===== src/rtl/hazard_ctrl_unit_pkg.sv =====
// Shared definitions for the pipeline hazard controller: FSM state type and
// well-known register/select constants.
package hazard_ctrl_unit_pkg;

   // Register x0 is hardwired to zero and never creates a dependency.
   localparam int unsigned REG_X0     = 0;
   // Forward select value meaning "take the operand from the register file".
   localparam int unsigned FWD_SEL_RF = 0;

   // Hazard class that won arbitration in the previous cycle.
   typedef enum logic [1:0] {
      ST_RUN      = 2'd0,
      ST_LU_STALL = 2'd1,
      ST_SB_STALL = 2'd2,
      ST_MEM_WAIT = 2'd3
   } hz_state_e;

endpackage


===== src/rtl/hazard_ctrl_unit_scoreboard.sv =====
// Busy-bit scoreboard for long-latency writebacks. One bit per architectural
// register; x0 is never marked busy. Two source read ports and one WAW port.
module hazard_ctrl_unit_scoreboard
   import hazard_ctrl_unit_pkg::*;
#(
   parameter int unsigned REG_AW = 5
) (
   input  logic              clk,
   input  logic              rst,
   input  logic              set_i,
   input  logic [REG_AW-1:0] set_rd_i,
   input  logic              clr_i,
   input  logic [REG_AW-1:0] clr_rd_i,
   input  logic [REG_AW-1:0] rd_a_i,
   input  logic [REG_AW-1:0] rd_b_i,
   input  logic [REG_AW-1:0] rd_w_i,
   output logic              busy_a_o,
   output logic              busy_b_o,
   output logic              busy_w_o
);

   localparam int unsigned NREG = 1 << REG_AW;

   logic [NREG-1:0] busy_q, busy_d;

   // Next busy vector: clear first so a same-register set in the same cycle wins.
   always_comb begin
      busy_d = busy_q;
      if (clr_i) busy_d[clr_rd_i] = 1'b0;
      if (set_i) busy_d[set_rd_i] = 1'b1;
      busy_d[REG_X0] = 1'b0;
   end

   // Busy vector register, emptied asynchronously by reset.
   always_ff @(posedge clk or posedge rst) begin
      if (rst) busy_q <= '0;
      else     busy_q <= busy_d;
   end

   assign busy_a_o = busy_q[rd_a_i];
   assign busy_b_o = busy_q[rd_b_i];
   assign busy_w_o = busy_q[rd_w_i];

endmodule


===== src/rtl/hazard_ctrl_unit.sv =====
// Hazard controller for the RV32I pipeline: priority operand forwarding,
// load-use and scoreboard stalls, data-memory freeze and redirect flushes.
module hazard_ctrl_unit
   import hazard_ctrl_unit_pkg::*;
#(
   parameter int unsigned REG_AW  = 5,
   parameter int unsigned NUM_FWD = 2,
   parameter int unsigned SEL_W   = 2,
   parameter int unsigned CNT_W   = 32
) (
   input  logic                      clk,
   input  logic                      rst,
   input  logic [NUM_FWD-1:0]        fwd_valid,
   input  logic [NUM_FWD*REG_AW-1:0] fwd_rd,
   input  logic [REG_AW-1:0]         ex_rs1,
   input  logic [REG_AW-1:0]         ex_rs2,
   input  logic                      ex_mem_read,
   input  logic [REG_AW-1:0]         ex_rd,
   input  logic [REG_AW-1:0]         id_rs1,
   input  logic [REG_AW-1:0]         id_rs2,
   input  logic                      id_use_rs1,
   input  logic                      id_use_rs2,
   input  logic [REG_AW-1:0]         id_rd,
   input  logic                      id_reg_write,
   input  logic                      lat_issue,
   input  logic [REG_AW-1:0]         lat_rd,
   input  logic                      lat_done,
   input  logic [REG_AW-1:0]         lat_done_rd,
   input  logic                      mem_busy,
   input  logic                      ex_redirect,
   output logic [SEL_W-1:0]          forward_a,
   output logic [SEL_W-1:0]          forward_b,
   output logic                      stall_if,
   output logic                      stall_id,
   output logic                      stall_ex_mem_wb,
   output logic                      bubble_ex,
   output logic                      flush_if,
   output logic                      flush_id,
   output logic [CNT_W-1:0]          stall_cycles
);

   localparam logic [REG_AW-1:0] X0 = REG_AW'(REG_X0);

   // ---------------- Forwarding ----------------
   logic [NUM_FWD-1:0] hit_a, hit_b;
   logic [SEL_W-1:0]   sel_a, sel_b;

   for (genvar g = 0; g < NUM_FWD; g++) begin : g_src
      logic [REG_AW-1:0] src_rd;
      assign src_rd   = fwd_rd[g*REG_AW +: REG_AW];
      assign hit_a[g] = fwd_valid[g] && (src_rd != X0) && (src_rd == ex_rs1);
      assign hit_b[g] = fwd_valid[g] && (src_rd != X0) && (src_rd == ex_rs2);
   end

   // Priority pick: scan oldest to youngest so the youngest matching source wins.
   always_comb begin
      sel_a = SEL_W'(FWD_SEL_RF);
      sel_b = SEL_W'(FWD_SEL_RF);
      for (int unsigned i = NUM_FWD; i > 0; i--) begin
         if (hit_a[i-1]) sel_a = SEL_W'(i);
         if (hit_b[i-1]) sel_b = SEL_W'(i);
      end
   end

   assign forward_a = rst ? '0 : sel_a;
   assign forward_b = rst ? '0 : sel_b;

   // ---------------- Hazard detection ----------------
   logic lu_haz, sb_haz;
   logic busy_rs1, busy_rs2, busy_rd;
   logic sb_set;

   assign lu_haz = ex_mem_read && (ex_rd != X0) &&
                   ((id_use_rs1 && (ex_rd == id_rs1)) ||
                    (id_use_rs2 && (ex_rd == id_rs2)));

   assign sb_haz = (busy_rs1 && id_use_rs1) ||
                   (busy_rs2 && id_use_rs2) ||
                   (busy_rd  && id_reg_write);

   // A long-latency op held in ID has not issued yet, so it must not mark its rd.
   assign sb_set = lat_issue && (lat_rd != X0) && !stall_id;

   hazard_ctrl_unit_scoreboard #(
      .REG_AW (REG_AW)
   ) u_sb (
      .clk      (clk),
      .rst      (rst),
      .set_i    (sb_set),
      .set_rd_i (lat_rd),
      .clr_i    (lat_done),
      .clr_rd_i (lat_done_rd),
      .rd_a_i   (id_rs1),
      .rd_b_i   (id_rs2),
      .rd_w_i   (id_rd),
      .busy_a_o (busy_rs1),
      .busy_b_o (busy_rs2),
      .busy_w_o (busy_rd)
   );

   // ---------------- Arbitration FSM ----------------
   hz_state_e state_q, state_d;

   // Winner selection: mem wait > redirect > load-use > scoreboard; outputs forced low in reset.
   always_comb begin
      state_d         = ST_RUN;
      stall_if        = 1'b0;
      stall_id        = 1'b0;
      stall_ex_mem_wb = 1'b0;
      bubble_ex       = 1'b0;
      flush_if        = 1'b0;
      flush_id        = 1'b0;
      if (!rst) begin
         if (mem_busy) begin
            state_d         = ST_MEM_WAIT;
            stall_if        = 1'b1;
            stall_id        = 1'b1;
            stall_ex_mem_wb = 1'b1;
         end else if (ex_redirect) begin
            flush_if = 1'b1;
            flush_id = 1'b1;
         end else if (lu_haz) begin
            state_d   = ST_LU_STALL;
            stall_if  = 1'b1;
            stall_id  = 1'b1;
            bubble_ex = 1'b1;
         end else if (sb_haz) begin
            state_d   = ST_SB_STALL;
            stall_if  = 1'b1;
            stall_id  = 1'b1;
            bubble_ex = 1'b1;
         end
      end
   end

   // State register records last cycle's winning hazard class.
   always_ff @(posedge clk or posedge rst) begin
      if (rst) state_q <= ST_RUN;
      else     state_q <= state_d;
   end

   // ---------------- Stall-cycle counter ----------------
   logic [CNT_W-1:0] stall_cnt_q, stall_cnt_d;

   // Saturating increment on every cycle the front end is held.
   always_comb begin
      stall_cnt_d = stall_cnt_q;
      if (stall_if && (stall_cnt_q != '1)) stall_cnt_d = stall_cnt_q + CNT_W'(1);
   end

   // Counter register; only reset clears it.
   always_ff @(posedge clk or posedge rst) begin
      if (rst) stall_cnt_q <= '0;
      else     stall_cnt_q <= stall_cnt_d;
   end

   assign stall_cycles = stall_cnt_q;

   // Any non-RUN state follows a stalled cycle, so the counter cannot still be zero.
   always_ff @(posedge clk) begin
      if (!rst) assert (state_q == ST_RUN || stall_cnt_q != '0);
   end

endmodule

===== config.mk =====
export PLATFORM = sky130hd
export DESIGN_NAME = hazard_ctrl_unit
export DESIGN_NICKNAME = d
export VERILOG_FILES = /design/src/rtl/hazard_ctrl_unit_pkg.sv /design/src/rtl/hazard_ctrl_unit_scoreboard.sv /design/src/rtl/hazard_ctrl_unit.sv
export SDC_FILE = /design/constraint.sdc
export NUM_CORES = 1
export LEC_CHECK = 0
export CAP_MARGIN = 5
export CORE_MARGIN = 5
export CORE_UTILIZATION = 42
export DETAILED_ROUTE_END_ITERATION = 12
export DONT_BUFFER_PORTS = 1
export SLEW_MARGIN = 20
export SYNTH_ARGS = -nofsm -noshare
export SYNTH_HDL_FRONTEND = slang
export SYNTH_SLANG_ARGS = --single-unit

===== constraint.sdc =====
create_clock -name clk -period 3.4 [get_ports clk]
set_clock_uncertainty 0.15 [all_clocks]
set_input_delay 0.34 -clock clk [delete_from_list [all_inputs] [get_ports clk]]
set_output_delay 0.34 -clock clk [all_outputs]
set_load 0.05 [all_outputs]

### Word level (Yosys, flattened, before mapping)

Cells that the tools add are included.

| word-level totals | value |
|---|---|
| output and inout port bits | 42 |
| memories | 0 |
| latch bits | 0 |
| RAM bits | 0 |
| bits in read-only memories | 0 |
| input bits | 62 |
| logic and storage cells | 76 |
| flip-flop bits (word level) | 63 |

| operators by class | value |
|---|---|
| bitwise gates (word level) | 3 |
| $mul | 0 |
| mux-type cells | 30 |
| eq/ne operators | 7 |
| divide/modulo/power cells | 0 |
| reduce and logical (&&, ||, !) cells | 26 |
| shift-type cells | 0 |
| add/subtract/negate cells | 1 |
| $lt $le $gt $ge | 7 |

Operators with widths:

| kind | count |
|---|---|
| $mux 32 | 2 |
| $add 32x1->32 const B | 1 |
| $and 32x32->32 | 1 |
| $ne 32x32->1 const B | 1 |
| $not 32->32 | 1 |
| $or 32x32->32 | 1 |
| $eq 5x5->1 | 6 |
| $lt 5x6->1 const B | 5 |
| $reduce_bool 5->1 | 4 |
| $logic_and 1x1->1 | 18 |
| $mux 1 | 17 |
| $bmux 1 s5 | 3 |
| $mux 2 | 6 |
| $demux 1 s5 | 2 |
| $ge 5x1->1 const B | 2 |
| $logic_or 1x1->1 | 3 |
| $logic_not 1->1 | 1 |

### Depth between registers and ports, before layout

| logic depth | value |
|---|---|
| depth in word-level cells | 13 |
| gate-level depth with buffers | 10 |
| depth with buffers taken out | 8 |

### Cells and area by module

A second synthesis with hierarchy kept.

| unflattened totals | value |
|---|---|
| cell total of the unflattened synthesis | 456 |
| area, all modules | 4311.6 um2 |

Modules (own cells, without submodules):

| module | cells each | instances | seq. area each (um2) | area each (um2) |
|---|---|---|---|---|
| hazard_ctrl_unit_scoreboard | 230 | 1 | 775.7 | 2193.4 |
| hazard_ctrl_unit | 226 | 1 | 800.8 | 2118.3 |

### Worst setup path before layout

Ideal clock, no wire load.

| timing path | value |
|---|---|
| path kind | in2out |
| from | input rst |
| to | output forward_a[1] |
| slack | -1035 ps |
| data required time | 2910 ps |
| cell stages on the path | 4 |
| path buffers | 0 |
| data arrival time | 3945 ps |
| cells stage by stage | inv_1 o211ai_1 or4_1 nor4_1 |

| between the ends | value |
|---|---|
| cells in the longest elaborated chain, start to end | 1 |

Ends and longest elaborated chain:

| what | line | source |
|---|---|---|
| start, declared | hazard_ctrl_unit.sv:12 | `input logic rst,` |
| $mux 2 | hazard_ctrl_unit.sv:65 | `assign forward_a = rst ? '0 : sel_a;` |
| end, declared | hazard_ctrl_unit.sv:31 | `output logic [SEL_W-1:0] forward_a,` |

Every way passes these cells.

### Final worst setup path

| timing path | value |
|---|---|
| from | register u_sb.busy_q[31] |
| to | output stall_if |

| between the ends | value |
|---|---|
| cells in the longest elaborated chain, start to end | 10 |
| elaborated cells on any way between the ends | 16 |
| those cells by class | mux (11); reduce/logical (5) |

Ends and longest elaborated chain:

| what | line | source |
|---|---|---|
| start, declared | hazard_ctrl_unit_scoreboard.sv:24 | `logic [NREG-1:0] busy_q, busy_d;` |
| start signal, assigned | hazard_ctrl_unit_scoreboard.sv:37 | `else busy_q <= busy_d;` |
| $bmux 1 s5, on equally long branches | hazard_ctrl_unit_scoreboard.sv:40, hazard_ctrl_unit_scoreboard.sv:41 |  |
| $mux 1, on equally long branches | hazard_ctrl_unit_scoreboard.sv:40, hazard_ctrl_unit_scoreboard.sv:41 |  |
| $logic_and 1x1->1, on equally long branches | hazard_ctrl_unit.sv:77, hazard_ctrl_unit.sv:78 |  |
| $logic_or 1x1->1 | hazard_ctrl_unit.sv:77 | `assign sb_haz = (busy_rs1 && id_use_rs1) \|\|` |
| $logic_or 1x1->1 * | hazard_ctrl_unit.sv:78 | `(busy_rs2 && id_use_rs2) \|\|` |
| $mux 1 * (5 in a row) | -- |  |
| end, declared | hazard_ctrl_unit.sv:33 | `output logic stall_if,` |

Every way passes the cells marked *; elsewhere a longest branch is shown, timed or not. The select of a mux whose other input is x is not followed.

==> impl_results.md <==
* Leak pwr at between 1.5 and 2 nW
* CTS Sinks at 63
* Vias at 3493
* Pin count of the biggest net entering global routing at 64
* Worst-path maximum fanout at 4
* Final WL at approximately 12000 um
* Reg area at 1580 sq um
* FF+latch count, synth at 63
* Synth Instances at about 410
* Sequential-to-total area share from yosys stat at 0.379
* FMAX at 0.310 GHz
* Reg power frac at 0.409
* Io pins at 104
* WS Path Type: flip-flop to output pin
* Asr flop ratio synth at 1.00
* Syn Nets at 474
* H-tree depth at 3
* Finish-stage setup viols at 0
* Mean Syn Cell Area at a little over 10 sq um
* Number of global-route vias before repair at 3489
* Number of diodes at 0
* Drt first pass iters at 5
* Post-synthesis mux area share at 0.144
* Layout cells sized above 1 at 0.203
* Post-synth EDFFs at 0
* Final worst-path cycle share at 0.949
* Placed cell areas at 4580 sq um
* Net Switching at around 0.78 mW
* Most common cell on crit path: mux4_2
* CP Depth at 7
* Setup crit end kind: output pin
* First-pass GRT wire length at around 18000 um
* Antenna violation net count after detailed routing at 0
* Top-count cell post-synth: dfrtp_1
* Area growth from synthesis to layout at 15.5%
* Worst-margin pin slew at ~0.97 ns
* Clock Pin Slew Worst Setup and Hold Paths at 0.07 ns
* Combinational power share at 0.284
* Worst r2r dst: u_sb.busy_q[11]
* Clock latency on the worst-skew pair at 0.34 ns
* Top_reg_cell synth: dfrtp_1
* Pwr Density at 500 nW/um^2
* Vias per cell at ~6
* P_int at approximately 1.6 mW
* Row count at 36
* Die Wd at about 110 um
* Reg2reg setup slack at 0.22 ns
* Post-CTS Setup Bufs at 0
* DRC viols at 0
* Drt initial violations at 244
* CTS tree: built
* Crit. Startpoint: u_sb.busy_q[31]
* Max VDD drop at between 0.0002 and 0.00025 V
* CP cell instances: mux4_2, mux4_2, and3_1, a41oi_2, o2111a_1, nor2_2, buf_4
* Crit path to: stall_if
* Final TNS setup at 0 ns
* Initial antenna violation count at 0
* Nets at 507
* Switching Share at 0.324
* Clk root buf: clkbuf_8
* Synth Area in Compound Gates at 0.130
* GRT Total Usage at 0.198
* Simple logic cell fraction of the synthesized area at 0.192
* Routed len/inst at 20.1 um
* Largest family of logic cells by synthesized area: simple AND/OR/NAND/NOR gates
* YS warnings at 0
* Clock Power Share at 0.308
* CORE AREA at 9730 sq um
* I/O Buffers at 0
* Initial Util at 0.427
* Mapped Area at about 4200 sq um
* Global route total overflow at 0
* Synth area leader: dfrtp_1
* HP Class: input pin to async pin
* Relative slew slack at 0.357
* Die footprint at 12000 sq um
* # fillers at 919
* Multi-input gate area at approximately 2500 sq um
* Dpl hpwl at 8830 um
* R2r worst-path depth at 7
* GP Congestion at 0.859
* Post-synth cell types at 47
* Startpoint types: flip-flop
* RSZ-0062 raised after global routing: no
* Post-cts repair resize count at 0
* Power Total at ~2.4 mW
* Worst path bufs/invs at 1
* Xor/xnor cell area share of the yosys netlist at 0.128
* CTS Buf Count at 9
* Outcome: complete, no violations
* Slowest stage delay, CP at 0.50 ns
* Placed Instances at about 570
* Family with the most delay on the worst path: multiplexers
* Chip Height at approximately 110 um
* Synth top area share at 0.379
* Top cells by area, synth: dfrtp_1 38%, xnor2_1 11%, mux4_2 9.2%
* R2R Path Start: u_sb.busy_q[31]
* Worst path slowest cell: mux4_2
* Hold Vio Cnt, Final at 0
* Slew Limit Fails at 0
* Post-route cell area at 4800 sq um
* Clock Tree Buf Depth at 2
* Post-synth top cells: 63 x dfrtp_1, 54 x o21ai_0, 52 x xnor2_1
* WP data required at 2.91 ns
* Crit path DAT at 2.74 ns
* Post-route minimum period at ~3.2 ns
* Hold buffers post-CTS at 0
* Adder-cell share of the synthesized area at 0.00301
* Max-capacitance violation count at 0
* Non-filler cells, final at 582
[how the worst min path moves through the flow]
stage,cells after the start,endpoint,slack [ns],from
3_3_place_gp,2,u_sb.busy_q[20],0.38,u_sb.busy_q[20]
4_1_cts,2,stall_cycles[9],0.05,rst
5_1_grt,2,u_sb.busy_q[4],0.07,lat_rd[4]
3_5_place_dp,2,u_sb.busy_q[20],0.39,u_sb.busy_q[20]
2_1_floorplan,1,stall_cycles[0],0.32,rst
6_report,2,stall_cycles[7],0.02,rst
[registers in the layout (all words and copies together) (netlist names)]
register,cells
u_sb.busy_q,31
stall_cycles,32
[metrics by stage]
stage | hold slack [ns] | utilization | setup slack, ns
global placement | 0.381 | 0.470 | 0.380
CTS | 0.0535 | 0.493 | 0.158
detailed placement | 0.393 | 0.470 | 0.269
floorplan | 0.322 | - | 0.0305
global route | 0.0657 | 0.494 | 0.0727
finish | 0.0166 | 0.494 | 0.174
[worst reg2reg max path, cell delays in order (launching register included)]
cell,delay [ns]
dfrtp_1,0.40
mux4_2,0.50
mux4_2,0.47
and3_1,0.20
a41oi_2,0.24
o2111a_1,0.30
o2111ai_1,0.46
o21ai_0,0.36
[placed cells by master (no fill, tap or decap), drive strengths merged, types with 3 or more instances in the layout]
cell type  count
xnor2         52
dfrtp         63
a221oi         3
nand3b        14
or3b           5
a21oi          3
xor2           9
inv            5
nor3           6
nand4b         3
o2111ai        3
nand2         18
and4           6
nor2b          7
mux4          17
nand3         23
mux2i         15
nor4           6
and2           5
or4            3
nor2          11
buf           39
and3          12
nand4         13
clkbuf        13
mux2           6
o21ai         65
[power by group through the flow]
stage / Clock, mW / Combinational, mW / Sequential, mW
after global placement: 0 / 0.674 / 0.978
final: 0.739 / 0.681 / 0.981
after detailed placement: 0 / 0.681 / 0.992
after global routing: 0.792 / 0.738 / 0.996
after floorplan: 0 / 0.417 / 1.09
after CTS: 0.752 / 0.684 / 0.979
[final cells by class]
class,instances,area share
Clock buffer,13,0.0331
Clock inverter,3,0.0135
Inverter,6,0.00547
Multi-Input combinational cell,325,0.524
Sequential cell,63,0.328
Tap cell,133,0.0346
Timing Repair Buffer,39,0.0610
[routing by layer]
metal | share of wire | track usage
met1 | 0.42 | 0.269
met2 | 0.48 | 0.314
met3 | 0.083 | 0.0482
met4 | 0.014 | 0.0570
met5 | 0 | 0
[cells by family after synthesis]
group           Yosys count
compound gates           89
xor+xnor                 61
fa+ha+maj                 1
buf+inv                  23
flops                    63
mux                      38
simple gates            136
No activity file was read; power rests on OpenSTA's default activity.
==> patch, RTL diff (same settings) <==
Reset style: synchronous (`rst`), changed in 3 clocked blocks. Comments in the files are not updated.
--- a/src/rtl/hazard_ctrl_unit_scoreboard.sv
+++ b/src/rtl/hazard_ctrl_unit_scoreboard.sv
@@ -33,5 +33,5 @@
 
    // Busy vector register, emptied asynchronously by reset.
-   always_ff @(posedge clk or posedge rst) begin
+   always_ff @(posedge clk) begin
       if (rst) busy_q <= '0;
       else     busy_q <= busy_d;
--- a/src/rtl/hazard_ctrl_unit.sv
+++ b/src/rtl/hazard_ctrl_unit.sv
@@ -135,5 +135,5 @@
 
    // State register records last cycle's winning hazard class.
-   always_ff @(posedge clk or posedge rst) begin
+   always_ff @(posedge clk) begin
       if (rst) state_q <= ST_RUN;
       else     state_q <= state_d;
@@ -150,5 +150,5 @@
 
    // Counter register; only reset clears it.
-   always_ff @(posedge clk or posedge rst) begin
+   always_ff @(posedge clk) begin
       if (rst) stall_cnt_q <= '0;
       else     stall_cnt_q <= stall_cnt_d;
Function: differs if rst is asserted again (counterexample within 4 cycles, from zero or initial values and one cycle with rst high); with rst held inactive, the same outputs for 4 cycles.
==> patch against the unedited design <==
Wire length rose by 9.6%; synthesized area rose by 5.3%; final area rose by 1.1%; worst hold slack improved by 0.0052 ns; via count rose by 16%; count of clock-buffer cells in the layout fell by 3; worst setup slack got worse by 0.065 ns; global-route usage rose by 0.066 points; synthesized cell count rose by 24%; sequential cell count did not move; first-iteration DRC count rose by 4.5%; largest cell class unchanged; highest routed layer unchanged.
Power is not compared: it rests on default switching activity, and its combinational part moved more than twofold at a synthesized area within 25%.
==> patch: results (changes against the unedited design) <==
| Metric | Value |
|---|---|
| Final RePlAce weighted congestion | 0.8471 (-1.4%) |
| Relative slew slack | 34.67% (-0.98 points) |
| Synth unique cells | 56 (+19%) |
| Fraction of area in registers | 25.97% (-6.9 points) |
| Net count, final | 588 (+16%) |
| Standard cell area after detailed placement | 4643 sq um (+1.5%) |
| Met3 Track Usage GR | 5.984% (+1.2 points) |
| Invs w/o clock | 10 (+4) |
| Ys async rst share | 0% (-100 points) |
| Pre-CTS setup slack | 0.2113 ns (-0.05730 ns) |
| Post-synthesis share of cell area spent on full adders, half adders and majority gates | 0.2856% (-0.015 points) |
| Critical Path Slowest Stage Cell | a2111o_2 |
| Xor-xnor portion of the synthesized cell area | 7.798% (-5.0 points) |
| Comb_multi_in | 411 (+26%) |
| HPWL after detailed placement | 9.607 mm (+8.8%) |
| All-Layer GR Usage | 19.83% (+0.066 points) |
| GRT met2 Usage | 33.85% (+2.4 points) |
| Worst r2r src | stall_cycles[10] |
| Synthesized netlist net count | 574 (+21%) |
| Clock tree cell share of total cell area | 4.276% (-0.39 points) |
| Buffer share of cell area | 4.585% (-1.5 points) |
| Dpl cells | 649 (+15%) |
| Proportion of synthesized area in mux cells | 15.14% (+0.70 points) |
| Met1 Resource Use GR | 24.31% (-2.6 points) |
| Most instantiated library cell after synthesis | dfxtp_1 |
| Layout clock buffer count | 10 (-3) |
| Ranking of synthesized cells by area | dfxtp_1 (29%), mux4_2 (7.2%), o21ai_0 (5.9%), nor2b_1 (4.7%), xor2_1 (4.6%) |
| Pin count of the biggest net entering global routing | 45 (-30%) |
| FILL cells | 1026 (+12%) |
| Met1 wire length | 5.429 mm (+9.4%) |
| Result of the run | finished, final reports clean |
| Final Cycle Share | 96.77% (+1.9 points) |
| Non-filler instance count after layout | 666 (+14%) |
| Combined area of the multi-input logic cells | 2958 sq um (+17%) |
| R2r endpoint | stall_cycles[15] |
==> patch: repair_timing <==
| item | 4_1_cts | 5_1_grt |
|---|---|---|
| gates resized for setup | 0 | 1 |
| hold endpoints to repair | 28 | 0 |
| hold buffers | 1 | 0 |
| endpoints found under the setup margin | 0 | 2 |
==> patch: power breakdown <==
| group | internal [mW] | total, mW | switching, mW |
|---|---|---|---|
| sequential | 0.745 | 0.750 | 0.00545 |
| combinational | 0.0804 | 0.200 | 0.120 |
| clock | 0.361 | 0.679 | 0.318 |
==> patch: how the worst min path moves through the flow <==
stage / start / endpoint / slack (ns) / depth (start not counted)
6_report: lat_rd[1] / u_sb.busy_q[2] / 0.02 / 2
5_1_grt: rst / stall_cycles[31] / 0.03 / 1
4_1_cts: lat_rd[1] / u_sb.busy_q[2] / 0.005 / 2
3_5_place_dp: rst / stall_cycles[28] / 0.27 / 1
3_3_place_gp: rst / stall_cycles[29] / 0.27 / 1
2_1_floorplan: u_sb.busy_q[3] / u_sb.busy_q[3] / 0.32 / 2
